<file path="config.mk">
export PLATFORM = sky130hd
export DESIGN_NAME = iter_div
export DESIGN_NICKNAME = d
export VERILOG_FILES = /design/src/rtl/div_pkg.sv /design/src/rtl/div_step.sv /design/src/rtl/iter_div.sv
export SDC_FILE = /design/constraint.sdc
export NUM_CORES = 1
export LEC_CHECK = 0
export CAP_MARGIN = 20
export CORE_MARGIN = 4
export CORE_UTILIZATION = 25
export DETAILED_ROUTE_END_ITERATION = 10
export PLACE_DENSITY = 0.47
export SLEW_MARGIN = 40
export SYNTH_ARGS = -nofsm -noshare
export SYNTH_HDL_FRONTEND = slang
export SYNTH_SLANG_ARGS = --single-unit
</file>
<file path="constraint.sdc">
create_clock -name clk -period 2.9 [get_ports clk]
set_input_delay 0.87 -clock clk [delete_from_list [all_inputs] [get_ports clk]]
set_output_delay 0.87 -clock clk [all_outputs]
set_load 0.01 [all_outputs]
</file>
<file path="src/rtl/div_pkg.sv">
// Shared types and sizing helpers for the iterative divider.
package div_pkg;

   typedef enum logic [1:0] {
      IDLE = 2'd0,
      RUN  = 2'd1,
      DONE = 2'd2
   } div_state_t;

   localparam int DIV_WIDTH_DEFAULT = 8;

   function automatic int cnt_width(input int w);
      return (w < 2) ? 1 : $clog2(w);
   endfunction

endpackage

</file>
<file path="src/rtl/div_step.sv">
// One combinational restoring-division step.
module div_step
   import div_pkg::*;
#(
   parameter int WIDTH = DIV_WIDTH_DEFAULT
) (
   input  logic [WIDTH-1:0] rem,
   input  logic             bit_in,
   input  logic [WIDTH-1:0] divisor,
   output logic [WIDTH-1:0] rem_next,
   output logic             q_bit
);

   logic [WIDTH:0] shifted;
   logic [WIDTH:0] trial;

   assign shifted  = {rem, bit_in};
   assign trial    = shifted - {1'b0, divisor};
   assign q_bit    = ~trial[WIDTH];
   assign rem_next = q_bit ? trial[WIDTH-1:0] : shifted[WIDTH-1:0];

endmodule

</file>
<file path="src/rtl/iter_div.sv">
// Radix-2 restoring divider with start/done handshake.
// Define SIGNED_DIV_EN to add the is_signed port and signed division.
module iter_div
   import div_pkg::*;
#(
   parameter int WIDTH = DIV_WIDTH_DEFAULT
) (
   input  logic             clk,
   input  logic             rst_n,
   input  logic             start,
   input  logic [WIDTH-1:0] dividend,
   input  logic [WIDTH-1:0] divisor,
   output logic             busy,
   output logic             done,
   output logic [WIDTH-1:0] quotient,
   output logic [WIDTH-1:0] remainder,
   output logic             div_by_zero
`ifdef SIGNED_DIV_EN
   ,
   input  logic             is_signed
`endif
);

   localparam int CW = cnt_width(WIDTH);
   localparam logic [CW-1:0] LAST = CW'(WIDTH - 1);

   div_state_t state, state_next;

   logic [CW-1:0]    cnt;
   logic [WIDTH-1:0] prem;
   logic [WIDTH-1:0] dvd;
   logic [WIDTH-1:0] dvs;
   logic             q_neg;
   logic             r_neg;

   logic             sgn;
   logic             a_neg;
   logic             b_neg;
   logic [WIDTH-1:0] a_mag;
   logic [WIDTH-1:0] b_mag;
   logic             accept;
   logic             zero;
   logic [WIDTH-1:0] rem_next;
   logic             q_bit;
   logic [WIDTH-1:0] q_raw;

`ifdef SIGNED_DIV_EN
   assign sgn = is_signed;
`else
   assign sgn = 1'b0;
`endif

   assign a_neg  = sgn & dividend[WIDTH-1];
   assign b_neg  = sgn & divisor[WIDTH-1];
   assign a_mag  = a_neg ? -dividend : dividend;
   assign b_mag  = b_neg ? -divisor : divisor;
   assign accept = start && (state != RUN);
   assign zero   = (divisor == '0);
   assign q_raw  = {dvd[WIDTH-2:0], q_bit};

   assign busy = (state == RUN);
   assign done = (state == DONE);

   div_step #(.WIDTH(WIDTH)) u_step (
      .rem      (prem),
      .bit_in   (dvd[WIDTH-1]),
      .divisor  (dvs),
      .rem_next (rem_next),
      .q_bit    (q_bit)
   );

   always_ff @(posedge clk or negedge rst_n) begin
      if (!rst_n) state <= IDLE;
      else        state <= state_next;
   end

   always_comb begin
      state_next = state;
      unique case (state)
         IDLE, DONE: begin
            if (start) state_next = zero ? DONE : RUN;
            else       state_next = IDLE;
         end
         RUN: begin
            if (cnt == LAST) state_next = DONE;
         end
         default: state_next = IDLE;
      endcase
   end

   always_ff @(posedge clk or negedge rst_n) begin
      if (!rst_n) begin
         cnt         <= '0;
         prem        <= '0;
         dvd         <= '0;
         dvs         <= '0;
         q_neg       <= 1'b0;
         r_neg       <= 1'b0;
         quotient    <= '0;
         remainder   <= '0;
         div_by_zero <= 1'b0;
      end else if (accept) begin
         cnt   <= '0;
         prem  <= '0;
         dvd   <= a_mag;
         dvs   <= b_mag;
         q_neg <= a_neg ^ b_neg;
         r_neg <= a_neg;
         if (zero) begin
            quotient    <= '1;
            remainder   <= dividend;
            div_by_zero <= 1'b1;
         end else begin
            div_by_zero <= 1'b0;
         end
      end else if (state == RUN) begin
         cnt  <= cnt + 1'b1;
         prem <= rem_next;
         dvd  <= q_raw;
         // Sign fix-up folds into the last step so latency is unchanged
         if (cnt == LAST) begin
            quotient  <= q_neg ? -q_raw : q_raw;
            remainder <= r_neg ? -rem_next : rem_next;
         end
      end
   end

endmodule

</file>
# Word-level counts from Yosys, hierarchy flattened
# Index checks and enable logic that the tools add are counted.
# op_classes
n_eq_ne	6
reduce_logical	7
addsub	2
n_mux	20
bitwise	1
# op_table
operator	count
8-bit two-way mux	13
9-bit by 8-bit subtractor with 9-bit output	1
8-bit zero test	1
2-bit two-way mux	3
3-bit two-way mux	2
2-bit by 1-bit inequality test with 1-bit output (second input constant)	3
2-bit case mux with 2 select lines	1
2-bit nonzero test	2
3-bit by 1-bit adder with 3-bit output (second input constant)	1
3-bit == test (second input constant)	1
3-bit AND reduction	1
2-bit by 1-bit == test with 1-bit output (second input constant)	1
2-bit == test (second input constant)	1
2-bit zero test	1
2-bit OR reduction	1
1-bit logical AND	1
1-bit two-way mux	1
1-bit inverter	1
# totals
wordCells	44
register_bits	46
output_inout_bits	19
input_bits	19

# Logic depth before layout (Yosys ltp)
# Gate-level depths: netlist of the first run.
# logic_depth
ltp_word	5
ltp_mapped	11
depth_no_buf	9

# Cells and area by module
# Synthesis of the first run repeated with hierarchy kept, for this count alone.
# unflattened
hier_cells	219
area_unflattened_um2	2417.3
# by_module_without_submodules
mod	seq_area_each_um2	instances	area_per_inst_um2	cells_each
iter_div	1151.1	1	1931.9	161
div_step	0.0	1	485.5	58

# Worst setup path before layout of the first run
# Ideal clock, no wire load.
# synth_path
kind	reg-to-reg
from	reg dvd[7]
to	reg remainder[6]
period_less_slack_ns	2.370
n_path_buf	2
stages_incl_launch_ff	12
setup_time_ns	0.139
setup_slack_ns	0.530
required_time_ns	2.761
t_arrival_ns	2.231
path_cell_list	dfrtp_1 inv_1 ha_1 inv_1 fa_1 a211oi_2 o211ai_1 a221o_1 buf_6 buf_6 mux2i_1 o22ai_1
# synth_between
elab_chain_len	5
# synth_lines
element	line	rtl
start: declaration	iter_div.sv:31	logic [WIDTH-1:0] dvd;
start signal: assignment	iter_div.sv:105	dvd <= a_mag;
start signal: assignment	iter_div.sv:119	dvd <= q_raw;
9-bit by 8-bit subtractor with 9-bit output	div_step.sv:18	assign trial = shifted - {1'b0, divisor};
8-bit two-way mux	div_step.sv:20	assign rem_next = q_bit ? trial[WIDTH-1:0] : shifted[WIDTH-1:0];
8-bit two-way mux	iter_div.sv:121	if (cnt == LAST) begin
8-bit two-way mux	iter_div.sv:116	end else if (state == RUN) begin
8-bit two-way mux	iter_div.sv:102	end else if (accept) begin
end signal: assignment	iter_div.sv:111	remainder <= dividend;
end signal: assignment	iter_div.sv:123	remainder <= r_neg ? -rem_next : rem_next;
end: declaration	iter_div.sv:16	output logic [WIDTH-1:0] remainder,
# Every way passes these cells. The select of a mux whose other input is x is not followed.
# A chain may end at the register's enable or synchronous reset.

# Worst setup path after layout of the first run
# layout_path
from	reg dvd[7]
to	reg remainder[0]
# layout_between
elab_chain_len	5
# layout_lines
element	line
9-bit by 8-bit subtractor with 9-bit output	div_step.sv:18
8-bit two-way mux *	div_step.sv:20
8-bit two-way mux *	iter_div.sv:121
8-bit two-way mux *	iter_div.sv:116
8-bit two-way mux *	iter_div.sv:102
# Every way passes the cells marked *; elsewhere a longest branch is shown, timed or not. The select of a mux whose other input is x is not followed.

==> results of run 1 <==
## cell type report
cell class	instances	area, µm²
clock buffer	6	72.57
clock inverter	2	37.54
multi-input combinational	170	1226
inverter	13	48.80
timing repair buffer	47	452.9
fill	1054	6574
tap	133	166.4
sequential	46	1151
## power by group through the flow
| stage | sequential, mW | combinational (mW) | clock, mW |
|---|---|---|---|
| after floorplan | 1.12 | 1.51 | 0 |
| after global placement | 1.14 | 2.11 | 0 |
| after detailed placement | 1.15 | 2.13 | 0 |
| after CTS | 1.13 | 2.14 | 0.499 |
| after global routing | 1.17 | 2.35 | 0.531 |
| final | 1.12 | 2.11 | 0.480 |
## state kept, by name, summed over array words and instances, names as in the netlist
name and cells:
remainder 8, quotient 8, cnt 3, state 2
dvd 8, prem 8, dvs 8, div_by_zero 1
## layer usage
| layer | vias up | part of all wire [%] | global-route usage (%) | wire (µm) |
|---|---|---|---|---|
| li1 | 955 | - | - | - |
| met1 | 946 | 47 | 14.82 | 2870 |
| met2 | 19 | 50 | 18.12 | 3058 |
| met3 | 5 | 2.3 | 2.340 | 142 |
| met4 | 0 | 1.4 | 3.517 | 85 |
| met5 | - | 0 | 0 | 0 |
## kinds of logic after synthesis
kind of cell	Yosys count	share of synthesized area, %
buf+inv	26	4.618
compound gates	70	18.12
xor+xnor	5	1.757
mux	30	12.75
fa+ha+maj	11	5.823
flops	46	46.18
simple gates	54	10.74
## worst max path at each step
stage / cells past startpoint / slack [ps] / to
2_1_floorplan: 11 / 530 / remainder[6]$_DFFE_PN0P_
3_3_place_gp: 6 / 20 / remainder[7]$_DFFE_PN0P_
3_5_place_dp: 6 / -20 / remainder[7]$_DFFE_PN0P_
4_1_cts: 10 / 280 / remainder[2]$_DFFE_PN0P_
5_1_grt: 10 / 90 / remainder[1]$_DFFE_PN0P_
6_report: 10 / 300 / remainder[0]$_DFFE_PN0P_
## cell usage after synthesis (2+ instances only)
cell,instances,area [µm²]
o21ai_1,6,30.03
o22ai_1,5,31.28
nor3b_1,2,15.01
a211oi_1,2,15.01
a31oi_1,2,12.51
nor2b_1,3,18.77
mux2_2,10,112.6
a21oi_1,18,90.09
o21ai_0,16,80.08
o211ai_1,2,15.01
nand3b_1,8,60.06
nor2_1,17,63.81
clkbuf_1,8,30.03
xor2_1,5,43.79
nor4_1,2,12.51
nor3_1,2,10.01
inv_1,12,45.04
nand2b_1,4,25.02
mux2i_1,19,190.2
nand2_1,15,56.30
buf_2,2,10.01
dfrtp_1,46,1151
o31ai_1,2,15.01
ha_1,10,125.1
buf_6,2,22.52
## per-stage QoR
stage | instances | instance area, µm² | util, %
finish | 417 | 3156 | 32.43
global route | 417 | 3156 | 32.43
CTS | 417 | 3156 | 32.43
detailed placement | 409 | 3045 | 31.30
global placement | 409 | 3045 | 31.30
floorplan | 242 | 2492 | -
## critical path, delay by kind of cell, from the launching register on
kind                       cells  cell delay (ps)
AOI/OAI and AO/OA              4              910
adders and majority gates      2              580
DFF                            1              380
muxes                          1              330
buffers and inverters          3              310
==> results.py, run 1 <==
metrics = {
    "pwr": {
        "power.share.switching_pct": 42.07,
        "power_density_nw_per_um2": 1176,
        "clkPwrFrac_pct": 12.9,
        "p_leak_nw": 1.372,
        "p_int_mw": 2.150,
        "vdd_drop_max_mv": 0.4076,
        "p_switching_mw": 1.561,
        "p_total_mw": 3.711,
        "combinationalPowerShare_pct": 56.8,
        "seq_power_share_pct": 30.3,
    },
    "timing": {
        "max_slew_margin_pct": 68.50,
        "setup-violations-final": 0,
        "worst_pin_slew_ps": 468.2,
        "setup_ws_ps": 303.6,
        "grt_setup_unrepaired": "no",
        "hold_viol": 0,
        "drv_slew": 0,
        "period_needed_ps": 2596,
        "holdWs_ps": 486.6,
        "fmax_ghz": 0.3851,
        "period_share_pct": 89.53,
        "fin_setup_tns_ps": 0,
        "finalClockSkew_ps": 9.938,
    },
    "detailed_routing": {
        "avgRoutedWirePerCell_um": 14.76,
        "remaining_drc_errors": 0,
        "drtIter0Drc": 51,
        "antenna_left": 0,
        "wirelength_mm": 6.156,
        "first_pass_iters": 4,
        "vias": 1925,
        "vias_per_cell": 4.616,
    },
    "worst_setup_path": {
        "rrSetupSlack_ps": 300,
        "critPathLaunch": "dvd[7]$_DFFE_PN0P_",
        "crit-reg2reg-launch": "dvd[7]$_DFFE_PN0P_",
        "worst_setup_path_start_kind": "register",
        "endpoint_kind": "register",
        "r2r_cells": 10,
        "worstReg2RegEnd": "remainder[0]$_DFFE_PN0P_",
        "worst_path_most_repeated_cell": "inv_1",
        "crit_chain": "inv_1 > ha_1 > inv_1 > fa_1 > a211oi_2 > o211ai_1 > a221o_1 > buf_4 > mux2_4 > o22ai_2",
        "slowest_stage": "fa_1",
        "worstPathRequired_ps": 3120,
        "crit_type": "reg -> reg",
        "cp_slowest_stage_delay_ps": 430,
        "critPathMaxFanout": 10,
        "arrival_ps": 2820,
    },
    "cts": {
        "cts_root_buffer": "clkbuf_8",
        "cts.path.max_buffers": 2,
        "numCtsBuffers": 5,
        "ctsHoldBuffers": 0,
        "cts_tree": "done",
        "post-cts-setup-buffer-count": 0,
        "worstSkewPairLatency_ps": 300,
        "path_clk_slew_ps": 90,
        "ctsResizeCount": 0,
        "cts_sinks": 46,
        "htreeDepth": 2,
    },
    "finish": {
        "syn_to_final_growth_pct": 26.61,
        "fin_nets": 313,
        "layout.cells.most_common": "dfrtp_1",
        "drive_above_1_share_pct": 12.32,
        "final_cell_mix": "dfrtp_1 (46), clkdlybuf4s50_1 (36), mux2i_1 (19)",
        "diodes": 0,
    },
    "placed_design": {
        "port_buffers": 37,
        "dp_hpwl_mm": 4.682,
        "place_ws_ps": -15.05,
        "place_congestion": 0.7610,
    },
    "min_path": {
        "min_from": "div_by_zero$_DFFE_PN0P_",
        "min_path_type": "reg -> reg",
        "holdPathEnd": "div_by_zero$_DFFE_PN0P_",
        "hold_depth": 2,
    },
    "job": {
        "drv_cap": 0,
    },
    "logic_synthesis": {
        "synth_edf_count": 0,
        "synth.cell_area_um2": 2492,
        "syn_nets": 272,
        "synthFlopType": "dfrtp_1",
        "syn_avg_cell_area_um2": 10.30,
        "ys_async_sr_fraction_pct": 100.0,
        "ys_ff_latch": 46,
        "yosysUniqueCellTypes": 47,
        "ys_warn_count": 0,
        "postSynthCellCount": 242,
        "synth-seq-area-share_pct": 46.18,
    },
    "die": {
        "fp.dieH_um": 107.8,
        "start_util_pct": 25.62,
        "die_x_um": 107.8,
        "rows": 36,
        "fp.dieArea_um2": 11630,
        "ios": 38,
        "core_um2": 9729,
    },
    "run_status": {
        "outcome": "finished, final reports clean",
    },
    "global_route": {
        "grt_pass1_vias": 1885,
        "antenna_found_initial": 0,
        "grt-ovfl-total": 0,
        "grt_pass1_wl_mm": 10.03,
        "grt_max_degree": 47,
        "grt_usage_pct": 11.15,
    },
}
Note: power is estimated with default switching activity, not from simulation.
==> inputs of run 2 (changes only) <==
--- a/config.mk
+++ b/config.mk
@@ -10,7 +10,6 @@
 export CORE_UTILIZATION = 25
 export DETAILED_ROUTE_END_ITERATION = 10
 export PLACE_DENSITY = 0.47
-export SLEW_MARGIN = 40
 export SYNTH_ARGS = -nofsm -noshare
 export SYNTH_HDL_FRONTEND = slang
 export SYNTH_SLANG_ARGS = --single-unit
==> results of run 2 <==
The final DEF is identical to that of run 1; final timing and power are the same.
==> RTL edit: new RTL, flow settings as in run 1 <==
Change the package constant `DIV_WIDTH_DEFAULT` from 8 to 12.
--- a/src/rtl/div_pkg.sv
+++ b/src/rtl/div_pkg.sv
@@ -7,7 +7,7 @@
       DONE = 2'd2
    } div_state_t;
 
-   localparam int DIV_WIDTH_DEFAULT = 8;
+   localparam int DIV_WIDTH_DEFAULT = 12;
 
    function automatic int cnt_width(input int w);
       return (w < 2) ? 1 : $clog2(w);
Interface: changed (resized dividend, divisor, quotient and remainder); port bits go from 38 to 54. No check against the original RTL was run, so the function may have changed too.
==> RTL edit against run 1 <==
  * Final area rose by 53%
  * Area after synthesis grew 44%
  * Sequential share of layout area shrank 1.7 points
  * Total power is 85% higher
  * Count of clock-buffer cells in the layout increased by 3
  * Setup slack lost 190 ps
  * Highest routed layer unchanged
  * Sequential cell count is 21 higher
  * Maximum frequency decreased by 6.9%
  * Routed wire length rose by 63%
  * Non-clock buffer count rose by 33
  * Die area up 41%
==> RTL edit: results <==
routing:
  m1WireLength_mm: 4.422
  met3WireLength_um: 239
  drtPass1Iterations: 4
  wl_met2_mm: 5.152
  first_iter_violations: 194
clock_tree:
  cts-root-buf: "clkbuf_16"
  cts_made_buffers: 9
  clk_latency_ps: 330
  cts.reportedPaths.clkPinSlew_ps: 60
worst_setup_path:
  crit_arrival_ps: 2980
  cp_slowest_stage_delay_ps: 450
  critPathSlowestCell: "dfrtp_1"
power_and_ir_drop:
  peakVddDrop_uv: 467.1
  leakagePower_nw: 2.056
synth:
  synth.top_cells.by_count: "dfrtp_1, nand2_1, o21ai_0"
  synth-xor-area-share_pct: 2.890
  yosysSeqAreaShare_pct: 46.66
  synth_cell_types: 48
  synth_compound_area_share_pct: 19.85
  synth_area_leaders: "dfrtp_1, o21ai_0, mux2i_1"
  synth_fp_nets: 415
cells_and_area:
  fill_cells: 1460
  layout-drive-gt1-share_pct: 11.41
  finalNetCount: 484
placed_design:
  place_ws_ps: -166.6
  portBuffers: 53
  dp_hpwl_mm: 7.254
  place_congestion: 0.7674
grt:
  grtUsageTotal_pct: 12.58
  grt_pass1_wl_mm: 16.15
  grt_pass1_vias: 3088
  grt_max_degree: 68
sta:
  skew_ps: 11.93
  worst_pin_slew_ps: 758.6
run_status:
  status: "finished, final reports clean"
==> RTL edit: cell types whose count changed in the layout (fill, tap and decap cells not counted), moves of 10 or more <==
cell,delta
nand2_1,+29
o21ai_0,+27
dfrtp_1,+21
clkdlybuf4s50_1,+16
buf_4,+15
nand3_1,+11
o22a_1,+11
mux2_2,-10
==> RTL edit: kinds of logic after synthesis <==
kind of cell / count (synthesis)
AO/OA/AOI/OAI: 110
XOR/XNOR: 11
adder cells (fa/ha/maj): 14
buffers and inverters: 37
flip-flops: 67
multiplexers: 19
AND/OR/NAND/NOR: 116
==> RTL edit: metrics by stage <==
stage	setup TNS (ps)	hold slack (ps)	instances	instance area (sq um)	power (mW)
floorplan	0	449.4	374	3593	4.089
global route	-193.9	503.7	627	4826	7.425
finish	0	488.2	627	4826	6.861
global placement	-891.1	469.1	608	4433	5.395
detailed placement	-1023	477.7	608	4433	5.437
CTS	0	490.4	624	4778	6.759
==> RTL edit: worst paths after layout <==
path / from / to / slack [ps] / cells past startpoint
hold / removal: remainder[3] / remainder[3] / 490 / 2
hold reg to reg: remainder[3] / remainder[3] / 490 / 2
max in group asynchronous: rst_n / dvs[1] / 2040 / 2
setup reg to reg: prem[3] / remainder[1] / 110 / 8
setup / recovery: prem[3] / remainder[1] / 110 / 8
min in group asynchronous: rst_n / quotient[9] / 550 / 2
==> RTL edit: where the power goes <==
| part | switching (mW) | total (mW) | internal [mW] | leakage [nW] |
|---|---|---|---|---|
| combinational | 2.08 | 3.99 | 1.90 | 1.10 |
| clock | 0.411 | 1.16 | 0.750 | 0.152 |
| sequential | 0.323 | 1.71 | 1.39 | 0.807 |
==> RTL edit: metal layers <==
layer / up-vias / GRT usage [%]
met4: 0 / 5.680
met5: - / 0
met1: 1494 / 16.13
met2: 43 / 21.20
met3: 14 / 1.542
li1: 1489 / -
==> RTL edit: repair_timing <==
| item | CTS | global route |
|---|---|---|
| pin swaps | 1 | 3 |
| setup buffers | 1 | 3 |
| gates resized for setup | 3 | 7 |
| endpoints found under the setup margin | 7 | 16 |
==> RTL edit: area by class of cell <==
| type | instances | area (sq um) | area share, % |
|---|---|---|---|
| Sequential cell | 67 | 1677 | 34.74 |
| Multi-Input combinational cell | 270 | 1804 | 37.39 |
| Inverter | 15 | 56.30 | 1.167 |
| Tap cell | 180 | 225.2 | 4.667 |
| Timing Repair Buffer | 80 | 748.2 | 15.50 |
| Clock buffer | 9 | 225.2 | 4.667 |
| Clock inverter | 6 | 90.09 | 1.867 |
==> RTL edit: worst reg2reg max path, cell delays in order, from the launching register on <==
cell and delay [ps]:
dfrtp_1 450, ha_1 380, a21o_1 250, a221o_1 430, a211oi_4 320, buf_6 160
xor2_4 250, mux2i_2 330, a211oi_2 100
